[config.mk]
export PLATFORM = sky130hd
export DESIGN_NAME = freq_synth
export DESIGN_NICKNAME = d
export VERILOG_FILES = /design/src/rtl/freq_pkg.sv /design/src/rtl/freq_synth_nco.sv /design/src/rtl/freq_synth.sv
export SDC_FILE = /design/constraint.sdc
export NUM_CORES = 1
export LEC_CHECK = 0
export CORE_MARGIN = 5
export CORE_UTILIZATION = 55
export DETAILED_ROUTE_END_ITERATION = 8
export MAX_ROUTING_LAYER = met4
export PLACE_DENSITY = 0.77
export SETUP_SLACK_MARGIN = 0.15
export SKIP_CTS_REPAIR_TIMING = 1
export SLEW_MARGIN = 5
export SYNTH_ARGS = -nofsm -noshare
export SYNTH_HDL_FRONTEND = slang
export SYNTH_HIERARCHICAL = 1
export SYNTH_SLANG_ARGS = --single-unit
[constraint.sdc]
create_clock -name clk -period 3.8 [get_ports clk]
set_input_delay 0.76 -clock clk [delete_from_list [all_inputs] [get_ports clk]]
set_output_delay 0.76 -clock clk [all_outputs]
set_load 0.005 [all_outputs]
[src/rtl/freq_pkg.sv]
// Shared definitions for the frequency synthesizer and its companion
// frequency counter: default sizes, FSM state encoding, accumulator sizing.
package freq_pkg;

    localparam int FREQ_W_DEF      = 16;
    localparam int GATE_CYCLES_DEF = 100000000;

    typedef enum logic [1:0] {
        ST_IDLE = 2'd0,
        ST_RUN  = 2'd1,
        ST_PEND = 2'd2
    } state_t;

    // One bit of headroom so acc + 2*F (always < 2*GATE_CYCLES) never overflows.
    function automatic int acc_width(input int gate_cycles);
        return $clog2(gate_cycles) + 1;
    endfunction

endpackage

[src/rtl/freq_synth_nco.sv]
// Phase accumulator: adds 2*F per active cycle and toggles sigout each time
// the sum reaches GATE_CYCLES, giving exactly F rising edges per window.
module freq_synth_nco
    import freq_pkg::*;
#(
    parameter int GATE_CYCLES = GATE_CYCLES_DEF,
    parameter int FREQ_W      = FREQ_W_DEF
) (
    input  logic              clk,
    input  logic              rst,
    input  logic              clear,
    input  logic              run,
    input  logic [FREQ_W-1:0] f,
    output logic              sigout,
    output logic              rise
);

    localparam int            AW     = acc_width(GATE_CYCLES);
    localparam logic [AW-1:0] GATE_W = AW'(GATE_CYCLES);

    logic [AW-1:0] acc_reg;
    logic [AW-1:0] acc_next;
    logic [AW-1:0] step;
    logic [AW-1:0] sum;
    logic          sig_reg;
    logic          sig_next;

    // f is already clamped to GATE_CYCLES/2, so 2*f always fits in AW bits.
    always_comb begin
        step     = AW'(f) << 1;
        sum      = acc_reg + step;
        acc_next = acc_reg;
        sig_next = sig_reg;
        if (clear) begin
            acc_next = '0;
            sig_next = 1'b0;
        end else if (run) begin
            if (sum >= GATE_W) begin
                acc_next = sum - GATE_W;
                sig_next = ~sig_reg;
            end else begin
                acc_next = sum;
            end
        end
    end

    always_ff @(posedge clk) begin
        if (rst) begin
            acc_reg <= '0;
            sig_reg <= 1'b0;
        end else begin
            acc_reg <= acc_next;
            sig_reg <= sig_next;
        end
    end

    assign sigout = sig_reg;
    assign rise   = sig_next & ~sig_reg;

endmodule

[src/rtl/freq_synth.sv]
// Frequency synthesizer: control FSM, freq_in handshake with glitch-free
// pending update, gate-window timing and per-window rising-edge count.
module freq_synth
    import freq_pkg::*;
#(
    parameter int GATE_CYCLES = GATE_CYCLES_DEF,
    parameter int FREQ_W      = FREQ_W_DEF
) (
    input  logic              clk,
    input  logic              rst,
    input  logic              enable,
    input  logic [FREQ_W-1:0] freq_in,
    input  logic              freq_valid,
    output logic              freq_ready,
    output logic              sigout,
    output logic [FREQ_W-1:0] edge_cnt,
    output logic              window_done,
    output logic              clamped
);

    localparam int                WW       = acc_width(GATE_CYCLES) - 1;
    localparam logic [WW-1:0]     WIN_LAST = WW'(GATE_CYCLES - 1);
    localparam logic [63:0]       HALF_W   = 64'(GATE_CYCLES / 2);
    localparam logic [FREQ_W-1:0] CNT_MAX  = '1;

    state_t            state_reg;
    state_t            state_next;
    logic [FREQ_W-1:0] f_reg;
    logic [FREQ_W-1:0] f_next;
    logic [FREQ_W-1:0] pend_reg;
    logic [FREQ_W-1:0] pend_next;
    logic              clamped_reg;
    logic              clamped_next;
    logic [WW-1:0]     win_reg;
    logic [FREQ_W-1:0] cnt_reg;
    logic [FREQ_W-1:0] edge_cnt_reg;
    logic              done_reg;

    logic              xfer;
    logic              over;
    logic [FREQ_W-1:0] freq_clamped;
    logic              pend_load;
    logic              active;
    logic              going_idle;
    logic              rise;

    always_comb begin
        over         = 64'(freq_in) > HALF_W;
        freq_clamped = over ? FREQ_W'(HALF_W) : freq_in;
        freq_ready   = (state_reg != ST_PEND);
        xfer         = freq_valid & freq_ready;
        state_next   = state_reg;
        f_next       = f_reg;
        pend_next    = pend_reg;
        clamped_next = clamped_reg;
        pend_load    = 1'b0;

        if (xfer) begin
            clamped_next = over;
        end

        case (state_reg)
            ST_IDLE: begin
                if (xfer) begin
                    f_next = freq_clamped;
                end
                if (enable) begin
                    state_next = ST_RUN;
                end
            end
            ST_RUN: begin
                // A word arriving as enable drops is applied directly in IDLE.
                if (!enable) begin
                    state_next = ST_IDLE;
                    if (xfer) begin
                        f_next = freq_clamped;
                    end
                end else if (xfer) begin
                    pend_next  = freq_clamped;
                    state_next = ST_PEND;
                end
            end
            ST_PEND: begin
                if (!enable) begin
                    f_next     = pend_reg;
                    state_next = ST_IDLE;
                end else if (!sigout) begin
                    // Swap only while low so no runt pulse can appear.
                    f_next     = pend_reg;
                    pend_load  = 1'b1;
                    state_next = ST_RUN;
                end
            end
            default: begin
                state_next = ST_IDLE;
            end
        endcase

        active     = (state_reg != ST_IDLE);
        going_idle = (state_next == ST_IDLE);
    end

    freq_synth_nco #(
        .GATE_CYCLES (GATE_CYCLES),
        .FREQ_W      (FREQ_W)
    ) u_nco (
        .clk    (clk),
        .rst    (rst),
        .clear  (going_idle | pend_load),
        .run    (active),
        .f      (f_reg),
        .sigout (sigout),
        .rise   (rise)
    );

    always_ff @(posedge clk) begin
        if (rst) begin
            state_reg    <= ST_IDLE;
            f_reg        <= '0;
            pend_reg     <= '0;
            clamped_reg  <= 1'b0;
            win_reg      <= '0;
            cnt_reg      <= '0;
            edge_cnt_reg <= '0;
            done_reg     <= 1'b0;
        end else begin
            state_reg   <= state_next;
            f_reg       <= f_next;
            pend_reg    <= pend_next;
            clamped_reg <= clamped_next;
            done_reg    <= 1'b0;
            if (going_idle) begin
                win_reg <= '0;
                cnt_reg <= '0;
            end else if (active) begin
                // A rise landing on the wrap edge belongs to the new window.
                if (win_reg == WIN_LAST) begin
                    win_reg      <= '0;
                    done_reg     <= 1'b1;
                    edge_cnt_reg <= cnt_reg;
                    cnt_reg      <= FREQ_W'(rise);
                end else begin
                    win_reg <= win_reg + WW'(1);
                    if (rise && (cnt_reg != CNT_MAX)) begin
                        cnt_reg <= cnt_reg + FREQ_W'(1);
                    end
                end
            end
        end
    end

    assign edge_cnt    = edge_cnt_reg;
    assign window_done = done_reg;
    assign clamped     = clamped_reg;

endmodule
Word level (Yosys, flattened, before mapping)

Index checks and enable logic that the tools add are counted.

Add/sub/neg operators: 4
Magnitude comparators: 1
Equality and inequality tests: 7
Mux-type cells: 22
Bitwise gates (word level): 6
Reductions and logical operators: 13

Operators with widths:

| cell                     | number |
|---|---|
| $mux W16                 | 6 |
| $pmux W16 S3             | 1 |
| $add A28 B17 Y28         | 1 |
| $ge A28 B27 Y1 const B   | 1 |
| $mux W28                 | 1 |
| $sub A28 B27 Y28 const B | 1 |
| $add A27 B1 Y27 const B  | 1 |
| $eq A27 B27 Y1 const B   | 1 |
| $mux W27                 | 1 |
| $add A16 B1 Y16 const B  | 1 |
| $ne A16 B16 Y1 const B   | 1 |
| $mux W2                  | 5 |
| $reduce_and A3 Y1        | 3 |
| $mux W1                  | 7 |
| $pmux W2 S3              | 1 |
| $logic_not A2 Y1         | 2 |
| $ne A2 B2 Y1 const B     | 2 |
| $reduce_bool A2 Y1       | 2 |
| $reduce_or A2 Y1         | 2 |
| $ne A3 B3 Y1 const B     | 1 |
| $not A1 Y1               | 3 |
| $reduce_bool A3 Y1       | 1 |
| $reduce_or A3 Y1         | 1 |
| $and A1 B1 Y1            | 2 |
| other kinds (5)          | 5 |

Bits in registers: 123
Input port bits: 20
Logic and storage cells: 62

Logic depth before layout (Yosys ltp)

Gate-level depths: netlist of run 1.

Depth in word-level cells: 12
Mapped depth: 21

Cells and area by module

Netlist of run 1, hierarchy kept.

By module, submodules not included:

| module         | instances | cells each | area each (µm²) | seq. area each (µm²) |
|---|---|---|---|---|
| freq_synth     | 1         | 485        | 4247.8          | 1881.8 |
| freq_synth_nco | 1         | 370        | 2782.7          | 560.5 |

Worst setup path after synthesis of run 1

No wires, ideal clock.

Path type: reg-to-reg
Start: reg f_reg[0]
End: reg cnt_reg[1]
Setup time: 70 ps
Arrival: 3958 ps
Data required time: 3730 ps
Path slack: -227 ps
Cell stages (with the launch flop): 22
Clock period less this slack: 4027 ps
Cell sequence: dfxtp_1 -> ha_1 -> fa_1 -> a211oi_1 -> o21ai_1 -> a31oi_1 -> xor2_1 -> ha_1 -> inv_1 -> a2111oi_4 -> o31a_1 -> o211ai_1 -> and4b_1 -> or2_1 -> buf_6 -> nand2_1 -> nor3_1 -> o311ai_1 -> buf_2 -> buf_2 -> nand3_1 -> a21oi_1

Cells in the longest elaborated chain, start to end: 9

RTL lines:

| what                                | RTL line             | source |
|---|---|---|
| start: declaration                  | freq_synth.sv:28     | `logic [FREQ_W-1:0] f_reg;` |
| start signal: assignment            | freq_synth.sv:128    | `f_reg <= f_next;` |
| $add A28 B17 Y28                    | freq_synth_nco.sv:31 | `sum = acc_reg + step;` |
| $ge A28 B27 Y1                      | freq_synth_nco.sv:38 | `if (sum >= GATE_W) begin` |
| $mux W1                             | freq_synth_nco.sv:38 |  |
| $mux W1                             | freq_synth_nco.sv:37 | `end else if (run) begin` |
| $mux W1                             | freq_synth_nco.sv:34 | `if (clear) begin` |
| $and A1 B1 Y1                       | freq_synth_nco.sv:58 | `assign rise = sig_next & ~sig_reg;` |
| net rise                            | freq_synth.sv:45     | `logic rise;` |
| $logic_and A1 B1 Y1                 | freq_synth.sv:144    | `if (rise && (cnt_reg != CNT_MAX)) begin` |
| $reduce_bool A2 Y1 (no source line) | --                   |  |
| $reduce_and A2 Y1 (no source line)  | --                   |  |
| end signal: assignment              | freq_synth.sv:141    | `cnt_reg <= FREQ_W'(rise);` |
| end signal: assignment              | freq_synth.sv:145    | `cnt_reg <= cnt_reg + FREQ_W'(1);` |
| end: declaration                    | freq_synth.sv:35     | `logic [FREQ_W-1:0] cnt_reg;` |

The timed path passes the listed nets, and every way through them passes these cells.
A chain may end at the register's enable or synchronous reset.

Final worst setup path of run 1

Start: reg f_reg[0]
End: reg cnt_reg[5]

The elaborated chain is that of the path after synthesis.

==> summary by stage, run 1 <==
Die
The floorplan step defined a die boundary enclosing roughly 15000 sq um. The total number of placement rows is just over 40. The number of primary I/O pins is 40. The die boundary width is between 100 and 150 microns. The effective utilization at floorplan is 55.94%. The core region area is around 13000 sq um. The die is 123.1 microns tall.

Global route
The remaining global-route overflow is 0. The number of antenna violations at the first check in global routing was 0. The global router's overall resource usage is about a quarter.

The number of global-route vias before repair is about 6400. The largest net degree at the start of global routing is 40. The first-pass GRT wire length is slightly above 30 mm.

Run status
The run finished, with violations left. The final reports fail on setup timing.

Setup path
The critical path capture point type is a register. The required time reported for the critical path endpoint is around 4.1 ns. The category of the most critical setup path is register to register.

The maximum cell stage delay along the critical path is around 0.37 ns. The critical path goes through ha_4 > fa_2 > a211oi_4 > o21ai_4 > a31oi_2 > xor2_1 > buf_4 > ha_4 > inv_4 > a2111oi_4 > o31a_1 > o211ai_1 > and4b_1 > or2_4 > nand2_4 > nor3_4 > o311ai_4 > buf_6 > buf_4 > a21oi_1 > o21ai_0. The largest individual stage delay along the critical path comes from the cell fa_2. The number of cell instances on the worst register-to-register path is 21.

The worst endpoint data arrival time is 4.36 ns. The maximum fanout along the worst path is 7. The type of origin of the critical path is a register.

Pwr
The largest voltage drop on the vdd net is approximately 290 uV. For this design the static power due to leakage is 3.372 nW. The power density relative to cell area is approximately 370 nW/um^2. The total power consumption of the routed design is between 3 and 4 mW.

Clock tree
The maximum clock path buffer count is 2. The clock tree root driver cell is clkbuf_16. Counting every sink on the clock net gives 122. The total CTS buffers is 17. The clock insertion delay at the later pin of the skew report is around 0.42 ns. Clock-pin slew was measured on the worst setup and hold paths at 0.06 ns. The CTS tree is yes.

The number of H-tree levels is 4.

STA
The part of the cycle the worst path needs is 106.0%. The largest clock skew in the final design is around 0.010 ns. The maximum clock rate is about 250 MHz. The worst pin sits at a relative slew slack of around 43%. The transition at the pin with the smallest max-transition slack is 0.8443 ns. The clock period minus worst slack is 4.029 ns. Setup violations remaining at the end of the flow were counted as 26.

Setup repair after global routing could not meet its margin everywhere. The number of hold violations in the final report is 0. The number of slew-limit violations in the final report came to 0. The smallest setup slack after layout is -0.2286 ns.

Worst hold path
The worst hold path passes through 2 cells. The class of the most critical hold timing path is register to register.

Routing
The via count is roughly 6800. Using the TritonRoute via totals, the vias-per-cell ratio works out to 6.085. The total DRC errors in the routed layout is 0. The average wire per cell in the routed design is between 15 and 20 microns.

Summed over all layers, the routed wires come to about 19 mm. The detailed-router iteration count before antenna repair is 5. The remaining antenna violation count after routing is 0. The first routing iteration left 473 violations.

Cells and area
0 antenna diodes ended up in the layout. Of the cells placed in the final design, the portion with a size suffix greater than 1 is about 17%. Compared with the post-synthesis result, the final layout area differs by 24.76%. Measured on the finished design, the core utilization comes to between 60% and 70%. The total number of nets in the final design is just under 1000.

Synth
The synthesized netlist contains between 70 and 80 unique library cells. After synthesis the cells add up to 7030 sq um. The number of flops mapped to enable cells by yosys is 0. Of all flip-flops after synthesis, the portion carrying an async set or reset was 0%. The instance count of the mapped netlist is 855. The synthesized flop and latch total is 122. The number of warning messages in the yosys log is 6.

The post-synthesis net count is just under 900. The share of the Yosys chip area taken by registers is approximately a third. In the synthesized netlist the dominant register cell turns out to be dfxtp_1. In this run the mean area of a mapped cell was between 8 and 9 sq um.

Placed design
The half-perimeter wire length after detailed placement is approximately 13 mm. At the end of routability-driven placement, the weighted congestion stood at roughly 1. Port buffering added 38 buffers.

Job
The number of maximum-capacitance violations is 0.
-- worst max-delay path, delay by kind of cell, from the launching register on --
family / cells / cell delay (ns)
buffers and inverters: 4 / 0.51
XOR/XNOR: 1 / 0.22
adder cells (fa/ha/maj): 3 / 0.68
AO/OA/AOI/OAI: 9 / 1.56
AND/OR/NAND/NOR: 4 / 0.64
flip-flops: 1 / 0.33
-- final timing paths --
kind / start / slack (ns) / end
setup / recovery: f_reg[0]$_SDFFE_PP0P_ / -0.23 / cnt_reg[5]$_SDFFE_PP0P_
setup reg to reg: f_reg[0]$_SDFFE_PP0P_ / -0.23 / cnt_reg[5]$_SDFFE_PP0P_
hold / removal: pend_reg[13]$_SDFFE_PP0P_ / 0.46 / pend_reg[13]$_SDFFE_PP0P_
hold reg to reg: pend_reg[13]$_SDFFE_PP0P_ / 0.46 / pend_reg[13]$_SDFFE_PP0P_
-- report_power, final --
part,total [mW],internal (mW),switching (mW)
registers,1.33,1.31,0.0219
logic,0.358,0.156,0.202
clock network,1.56,1.00,0.555
total,3.24,2.46,0.779
-- cell usage in the layout, fill, tap and decap left out, types with 11 or more instances in the layout --
cell type / instances
dfxtp_1: 119
nor2_1: 100
nand2_1: 90
buf_4: 63
a21oi_1: 47
mux2i_1: 45
nand3_1: 40
clkdlybuf4s50_1: 37
xnor2_1: 32
o21ai_0: 26
a211oi_1: 25
xor2_1: 19
nand4_1: 17
clkbuf_16: 17
nor3_1: 15
ha_1: 15
inv_1: 13
o2111ai_1: 11
nor4_1: 11
a2111o_1: 11
-- layout make-up --
cell class,instances,area [sq um]
sequential,122,2446
fill,993,3797
clock inverter,8,96.34
inverter,14,55.05
timing repair buffer,110,943.4
tap,172,215.2
clock buffer,21,470.5
multi-input combinational,665,4544
-- stage by stage --
| stage | instances | setup slack (ns) | hold WS (ns) | area, sq um | setup TNS, ns |
|---|---|---|---|---|---|
| CTS | 1095 | -0.1440 | 0.4570 | 8448 | -1.326 |
| detailed placement | 1066 | -0.1157 | 0.4498 | 7881 | -0.7297 |
| global route | 1112 | -0.4942 | 0.4745 | 8771 | -8.379 |
| floorplan | 855 | 0.1043 | 0.4357 | 7124 | 0 |
| global placement | 1066 | -0.009477 | 0.4398 | 7881 | -0.05569 |
| finish | 1112 | -0.2286 | 0.4573 | 8771 | -3.193 |
-- Yosys cell counts, types with 3 or more instances --
| cell | instances | area (sq um) |
|---|---|---|
| a2111o_1 | 11 | 123.9 |
| a211oi_1 | 27 | 202.7 |
| a21o_1 | 9 | 67.56 |
| a21oi_1 | 56 | 280.3 |
| a2bb2oi_1 | 3 | 26.28 |
| a31oi_1 | 6 | 37.54 |
| and2_1 | 8 | 50.05 |
| and3_1 | 9 | 56.30 |
| and4_1 | 7 | 61.31 |
| buf_1 | 3 | 11.26 |
| buf_2 | 11 | 55.05 |
| clkbuf_1 | 37 | 138.9 |
| dfxtp_1 | 122 | 2442 |
| ha_1 | 19 | 237.7 |
| inv_1 | 14 | 52.55 |
| mux2i_1 | 45 | 450.4 |
| nand2_1 | 93 | 349.1 |
| nand2b_1 | 3 | 18.77 |
| nand3_1 | 42 | 210.2 |
| nand4_1 | 17 | 106.4 |
| nand4b_1 | 3 | 26.28 |
| nor2_1 | 100 | 375.4 |
| nor3_1 | 17 | 85.08 |
| nor3b_1 | 3 | 22.52 |
| nor4_1 | 11 | 68.82 |
| o2111ai_1 | 12 | 105.1 |
| o211a_1 | 4 | 40.04 |
| o211ai_1 | 7 | 52.55 |
| o21a_1 | 5 | 37.54 |
| o21ai_0 | 29 | 145.1 |
| o21bai_1 | 3 | 22.52 |
| o22ai_1 | 3 | 18.77 |
| o31ai_1 | 3 | 22.52 |
| or2_2 | 6 | 37.54 |
| or3_1 | 10 | 62.56 |
| or4_1 | 3 | 22.52 |
| xnor2_1 | 32 | 280.3 |
| xor2_1 | 19 | 166.4 |
-- per-layer routing --
metal / track usage (%) / up-vias / share of wire [%]
li1: - / 3273 / -
met4: 7.958 / 0 / 2.1
met2: 43.87 / 252 / 50
met5: - / - / 0
met3: 4.758 / 43 / 5.0
met1: 31.16 / 3198 / 43
-- logic make-up (layout without fill, tap and decap cells) --
logic type	count (synthesis)	after routing	share of synthesized area, %
AO/OA/AOI/OAI	199	199	20.08
XOR/XNOR	51	51	6.353
adder cells (fa/ha/maj)	20	20	3.666
buffers and inverters	68	153	4.093
flip-flops	122	122	34.74
multiplexers	45	45	6.407
other	1	1	0.05334
AND/OR/NAND/NOR	349	349	24.61
Note: power is estimated with default switching activity, not from simulation.
==> run 2: changes to the inputs <==
--- a/config.mk
+++ b/config.mk
@@ -8,6 +8,7 @@
 export CORE_MARGIN = 5
 export CORE_UTILIZATION = 55
 export DETAILED_ROUTE_END_ITERATION = 8
+export GPL_ROUTABILITY_DRIVEN = 0
 export MAX_ROUTING_LAYER = met4
 export PLACE_DENSITY = 0.77
 export SETUP_SLACK_MARGIN = 0.15
==> summary by stage, run 2 (synthesis gave the netlist of run 1 again) <==
STA
The count of final setup violators is 18 (-31%). Setup repair after global routing could not meet its margin everywhere. The worst hold slack was 0.4512 ns (-0.006084 ns). The largest clock skew in the final design was 0.006340 ns (-0.003748 ns). The number of slew-limit violations in the final report is 0 (unchanged).

The headroom to the max-slew limit is 38.26% (-5.2 points). The maximum clock rate was 255.3 MHz (+2.8%). The clock period minus worst slack came to 3.917 ns (-0.1115 ns). The smallest setup slack after layout came to -0.1172 ns (+0.1115 ns).

The number of hold violations in the final report is 0 (unchanged). The transition at the pin with the smallest max-transition slack came to 0.9212 ns (+0.07688 ns). The part of the cycle the worst path needs was 103.1% (-2.9 points).

Clock tree
The clock insertion delay at the later pin of the skew report is 0.42 ns (about the same). The number of sinks on the clock net was 122 (unchanged). The number of H-tree levels is 4 (unchanged).

The clock tree root driver cell is clkbuf_16. TritonCTS built the clock tree. The clock transition at the registers of the reported paths is 0.05 ns (about the same). The total CTS buffers is 17 (unchanged).

The maximum clock path buffer count came to 2 (unchanged).

Setup path
The setup slack of the worst register-to-register path is -0.12 ns (+0.11 ns). STA classifies the critical path endpoint as a register. The type of origin of the critical path is a register. The required time reported for the critical path endpoint is 4.08 ns (-0.05 ns). The cell type of the slowest stage on the worst timing path is fa_2.

The worst endpoint data arrival time is 4.20 ns (-0.16 ns). The number of cell instances on the worst register-to-register path was 17 (-19%). The critical path in this run is classified as register to register. The endpoint identified for the worst register-to-register timing path is u_nco/acc_reg[17]$_SDFFE_PP0P_.

The maximum fanout along the worst path was 7 (unchanged). Walking the worst path, the cells encountered are ha_4 > fa_2 > a211oi_2 > o21ai_2 > a31oi_1 > xor2_1 > ha_2 > inv_2 > a2111oi_4 > o31a_1 > o211ai_1 > and4b_1 > or2_4 > buf_4 > and3_4 > o311ai_4 > o41ai_2. The maximum cell stage delay along the critical path is 0.34 ns (-0.03 ns). The startpoint of the most critical register-to-register path is f_reg[0]$_SDFFE_PP0P_. The launch point of the worst path is f_reg[0]$_SDFFE_PP0P_.

Cells and area
The number of standard cells in the final layout excluding fillers came to 1102 (-0.90%). The final core area utilization is 68.26% (-1.5 points). The total number of nets in the final design is 957 (-1.3%). The top cell types in the final layout, fill and taps aside, are 119 x dfxtp_1, 99 x nor2_1, 91 x nand2_1, 53 x buf_4, 52 x a21oi_1. The library cell used most frequently in the layout, excluding fill and tap cells, is dfxtp_1. The final antenna diode count is 0 (unchanged). Compared with the post-synthesis result, the final layout area differs by 22.03%. The share of layout cells above drive strength 1 came to 15.16% (-2.0 points).

Routing
The via count is 6761 (-0.074%). The aggregate routed wire length is 18.34 mm (-3.5%). The post-detailed-route via-to-cell ratio came to 6.135 (+0.83%).

The remaining antenna violation count after routing came to 0 (unchanged). The number of DRC markers after the initial detailed-route iteration came to 533 (+13%). The total DRC errors in the routed layout is 0 (unchanged). The average wire per cell in the routed design was 16.64 microns (-2.6%). The detailed-router iteration count before antenna repair came to 5 (unchanged).

Global route
The number of global-route vias before repair is 6635 (+3.4%). The number of antenna violations at the first check in global routing is 0 (unchanged). The largest net degree at the start of global routing is 55 (+38%).

The global router's overall resource usage is 25.42% (-0.37 points). The first-pass GRT wire length came to 30.37 mm (-1.3%). The remaining global-route overflow is 0 (unchanged).

Job
The number of maximum-capacitance violations is 0 (unchanged).

Pwr
The largest voltage drop on the vdd net is 349.6 uV (+22%). The leakage power of the design is 3.300 nW (-2.2%). The total power consumption of the routed design came to 3.136 mW (-3.2%). The power density relative to cell area is 365.5 nW/um^2 (-1.1%).

Worst hold path
The worst hold path begins at pend_reg[14]$_SDFFE_PP0P_. The cell count of the worst hold path is 2 (unchanged). The worst hold path belongs to the class register to register. The path with the worst hold slack has its endpoint at pend_reg[14]$_SDFFE_PP0P_.

Placed design
The post-place setup slack is -0.05816 ns (+0.05755 ns). The half-perimeter wire length after detailed placement is 12.81 mm (-2.5%). The number of port buffers is 38 (unchanged). The number of placed instances, taps included is 1064 (-0.19%).

Die
The core region area is 12570 sq um (unchanged). The die boundary width was 123.1 microns (unchanged). The die boundary height came to 123.1 microns (unchanged). The total number of placement rows was 41 (unchanged). The effective utilization at floorplan is 55.94% (unchanged). The area of the die is 15140 sq um (unchanged). The number of primary I/O pins is 40 (unchanged).

Run status
The run finished, with violations left. The final reports fail on setup timing.
[run 2: worst max-delay path: cells and delay by family (launching register included)]
family	cells	cell delay [ns]
compound gates	8	1.52
xor+xnor	1	0.28
fa+ha+maj	3	0.74
buf+inv	2	0.22
flops	1	0.33
simple gates	3	0.67
[run 2: worst max-delay path by stage]
stage,end,cells past startpoint,slack (ns)
finish,u_nco/acc_reg[17]$_SDFFE_PP0P_,17,-0.12
global route,cnt_reg[5]$_SDFFE_PP0P_,17,-0.36
CTS,u_nco/acc_reg[17]$_SDFFE_PP0P_,17,-0.11
detailed placement,cnt_reg[10]$_SDFFE_PP0P_,20,-0.06
global placement,cnt_reg[10]$_SDFFE_PP0P_,17,0.01
floorplan,cnt_reg[1]$_SDFFE_PP0P_,21,0.10
[run 2: report_power, final]
group | switching [mW] | internal [mW] | total, mW | leakage (nW)
clock | 0.576 | 0.898 | 1.47 | 0.264
sequential | 0.0194 | 1.30 | 1.32 | 0.989
combinational | 0.194 | 0.143 | 0.337 | 2.05
[run 2: per-layer routing]
layer / GRT usage [%] / vias to the layer above / share of wire [%]
li1: - / 3251 / -
met4: 12.94 / 0 / 3.6
met5: - / - / 0
met1: 29.90 / 3216 / 42
met2: 41.99 / 229 / 50
met3: 4.346 / 65 / 4.7
[run 2: cell type report]
type / count / area (sq um)
fill: 985 / 3989
multi-input combinational: 665 / 4473
clock inverter: 10 / 67.56
sequential: 122 / 2446
inverter: 14 / 52.55
clock buffer: 22 / 484.2
tap: 172 / 215.2
timing repair buffer: 97 / 840.8
[run 2: per-stage QoR]
stage               setup TNS [ns]  instance area [sq um]
global placement                 0                   7866
floorplan                        0                   7124
CTS                         -1.147                   8418
detailed placement         -0.4268                   7866
finish                      -1.307                   8579
global route                -8.070                   8579
==> RTL change: new RTL, settings of run 1 <==
Take the reset off `f_reg` and load it in a clocked block of its own.
--- a/src/rtl/freq_synth.sv
+++ b/src/rtl/freq_synth.sv
@@ -116,7 +116,6 @@
     always_ff @(posedge clk) begin
         if (rst) begin
             state_reg    <= ST_IDLE;
-            f_reg        <= '0;
             pend_reg     <= '0;
             clamped_reg  <= 1'b0;
             win_reg      <= '0;
@@ -125,7 +124,6 @@
             done_reg     <= 1'b0;
         end else begin
             state_reg   <= state_next;
-            f_reg       <= f_next;
             pend_reg    <= pend_next;
             clamped_reg <= clamped_next;
             done_reg    <= 1'b0;
@@ -149,6 +147,10 @@
         end
     end
 
+    always_ff @(posedge clk) begin
+        f_reg <= f_next;
+    end
+
     assign edge_cnt    = edge_cnt_reg;
     assign window_done = done_reg;
     assign clamped     = clamped_reg;
Function: same outputs for any inputs over 10 cycles, from zero or initial values and one cycle with rst high; that may be too few to reach the edited logic, so the function may still have changed.
==> RTL change against run 1 <==
- the run still ends with negative setup slack left
- sequential cell count stayed put
- cell area is 5.0% higher
- combinational power is 12% higher
- clock skew is 0.0038 ns lower
- worst hold slack worse by 0.0085 ns
- area after synthesis is 0.34% higher
- total power is 2.3% higher
- setup slack worse by 0.15 ns
- largest cell class unchanged
- routed wire length is 2.7% higher
==> RTL change: results (changes against run 1) <==
** Outcome
- Result of the run :: complete, but fails checks
- Failing checks :: negative setup slack

** Logic synthesis
- Arithmetic-cell share of the synthesized area counting full adders, half adders and majority gates :: 0.03654 (-0.0001235)
- The sequential-to-total area share from yosys stat came to 0.3689 (+0.02153).
- Top post-synthesis cells by count :: sky130_fd_sc_hd__nand2_1, sky130_fd_sc_hd__dfxtp_1, sky130_fd_sc_hd__nor2_1
- XOR/XNOR Fraction of Synth Area :: 0.06935 (+0.005816)
- Synth Area per Inst :: 8.193 um^2 (-0.36%)

** GRT
- The total routing usage reported by global routing was 0.2686 (+0.01074).
- Wire length of the first global-routing pass :: 31800 um (+3.3%)
- The largest net degree at the start of global routing was 44 (+10%).

** Cells and area
- Fill cell total of the finished layout :: 954 (-3.9%)
- The storage element area is 0.002603 mm^2 (+6.4%).
- The number of flip-flops and latches was 122 (unchanged).
- Data-path buffer share of cell area in the final layout :: 0.1427 (+0.03516)
- The fraction of layout cells with a size suffix above 1 came to 0.2224 (+0.05117).
- The number of clock buffers in the layout came to 22 (+4.8%).

** Min path
- The worst hold path begins at edge_cnt[0]$_SDFFE_PP0P_.
- The worst hold path terminates at edge_cnt[0]$_SDFFE_PP0P_.

** STA
- Setup TNS :: -4.729 ns (-1.536 ns)
- The setup clock skew after layout came to 0.006285 ns (-0.003803 ns).
- The count of final setup violators was 17 (-35%).
- Setup ws final :: -0.3745 ns (-0.1459 ns)
- Rel. slew slack :: 0.4312 (-0.002976)
- Worst Hold Slack :: 0.4488 ns (-0.008531 ns)

** Critical path
- Cell count of the worst reg-to-reg path :: 19 (-9.5%)
- Critical Path Start :: f_reg[0]$_DFFE_PP_
- Endpoint arrival time on the critical path :: 4.53 ns (+0.17 ns)
- The slowest stage of the critical path belongs to the cell sky130_fd_sc_hd__or4_1.

** Power
- Int Power :: 2.506 mW (+1.8%)
- The static power due to leakage is 3.342 nW (-0.90%).
- The combinational-cell power consumption was 0.402 mW (+12%).
- The worst vdd rail ir drop was 0.3479 mV (+22%).

** Routing
- The mean routed wirelength per cell was 16.56 um (-3.1%).
- Number of detailed-route iterations in the first pass :: 6 (+1)
- Iteration-0 DRC Markers :: 736 (+56%)
- Vias per cell :: 5.884 (-3.3%)
- Vias after detailed routing :: 6937 (+2.5%)

** Placement
- Dpl cell area :: 0.008341 mm^2 (+5.8%)
- The routability congestion estimate from global placement was 0.9827 (-2.1%).
- Placed insts :: 1136 (+6.6%)
RTL change: cell count changes in the layout (fill, tap and decap cells not counted), moves of 7 or more:
cell and delta:
sky130_fd_sc_hd__a21oi_1 +28, sky130_fd_sc_hd__a21oi_2 -7, sky130_fd_sc_hd__nand2_1 +28, sky130_fd_sc_hd__o2111ai_1 -8, sky130_fd_sc_hd__mux2i_1 -36, sky130_fd_sc_hd__xor2_1 +10, sky130_fd_sc_hd__xnor2_1 -10, sky130_fd_sc_hd__dfxtp_1 -13
sky130_fd_sc_hd__mux2_2 +19, sky130_fd_sc_hd__a211oi_1 -15, sky130_fd_sc_hd__a2111o_1 -11, sky130_fd_sc_hd__edfxtp_1 +16, sky130_fd_sc_hd__buf_4 +54, sky130_fd_sc_hd__buf_6 -7
RTL change: metal layers:
layer,routed length [um],vias up,GRT usage,share of wire
met5,0,-,-,0
met4,392,0,0.09273,0.020
met3,1125,42,0.04392,0.058
met2,9581,268,0.4393,0.49
met1,8427,3259,0.3389,0.43
li1,-,3368,-,-
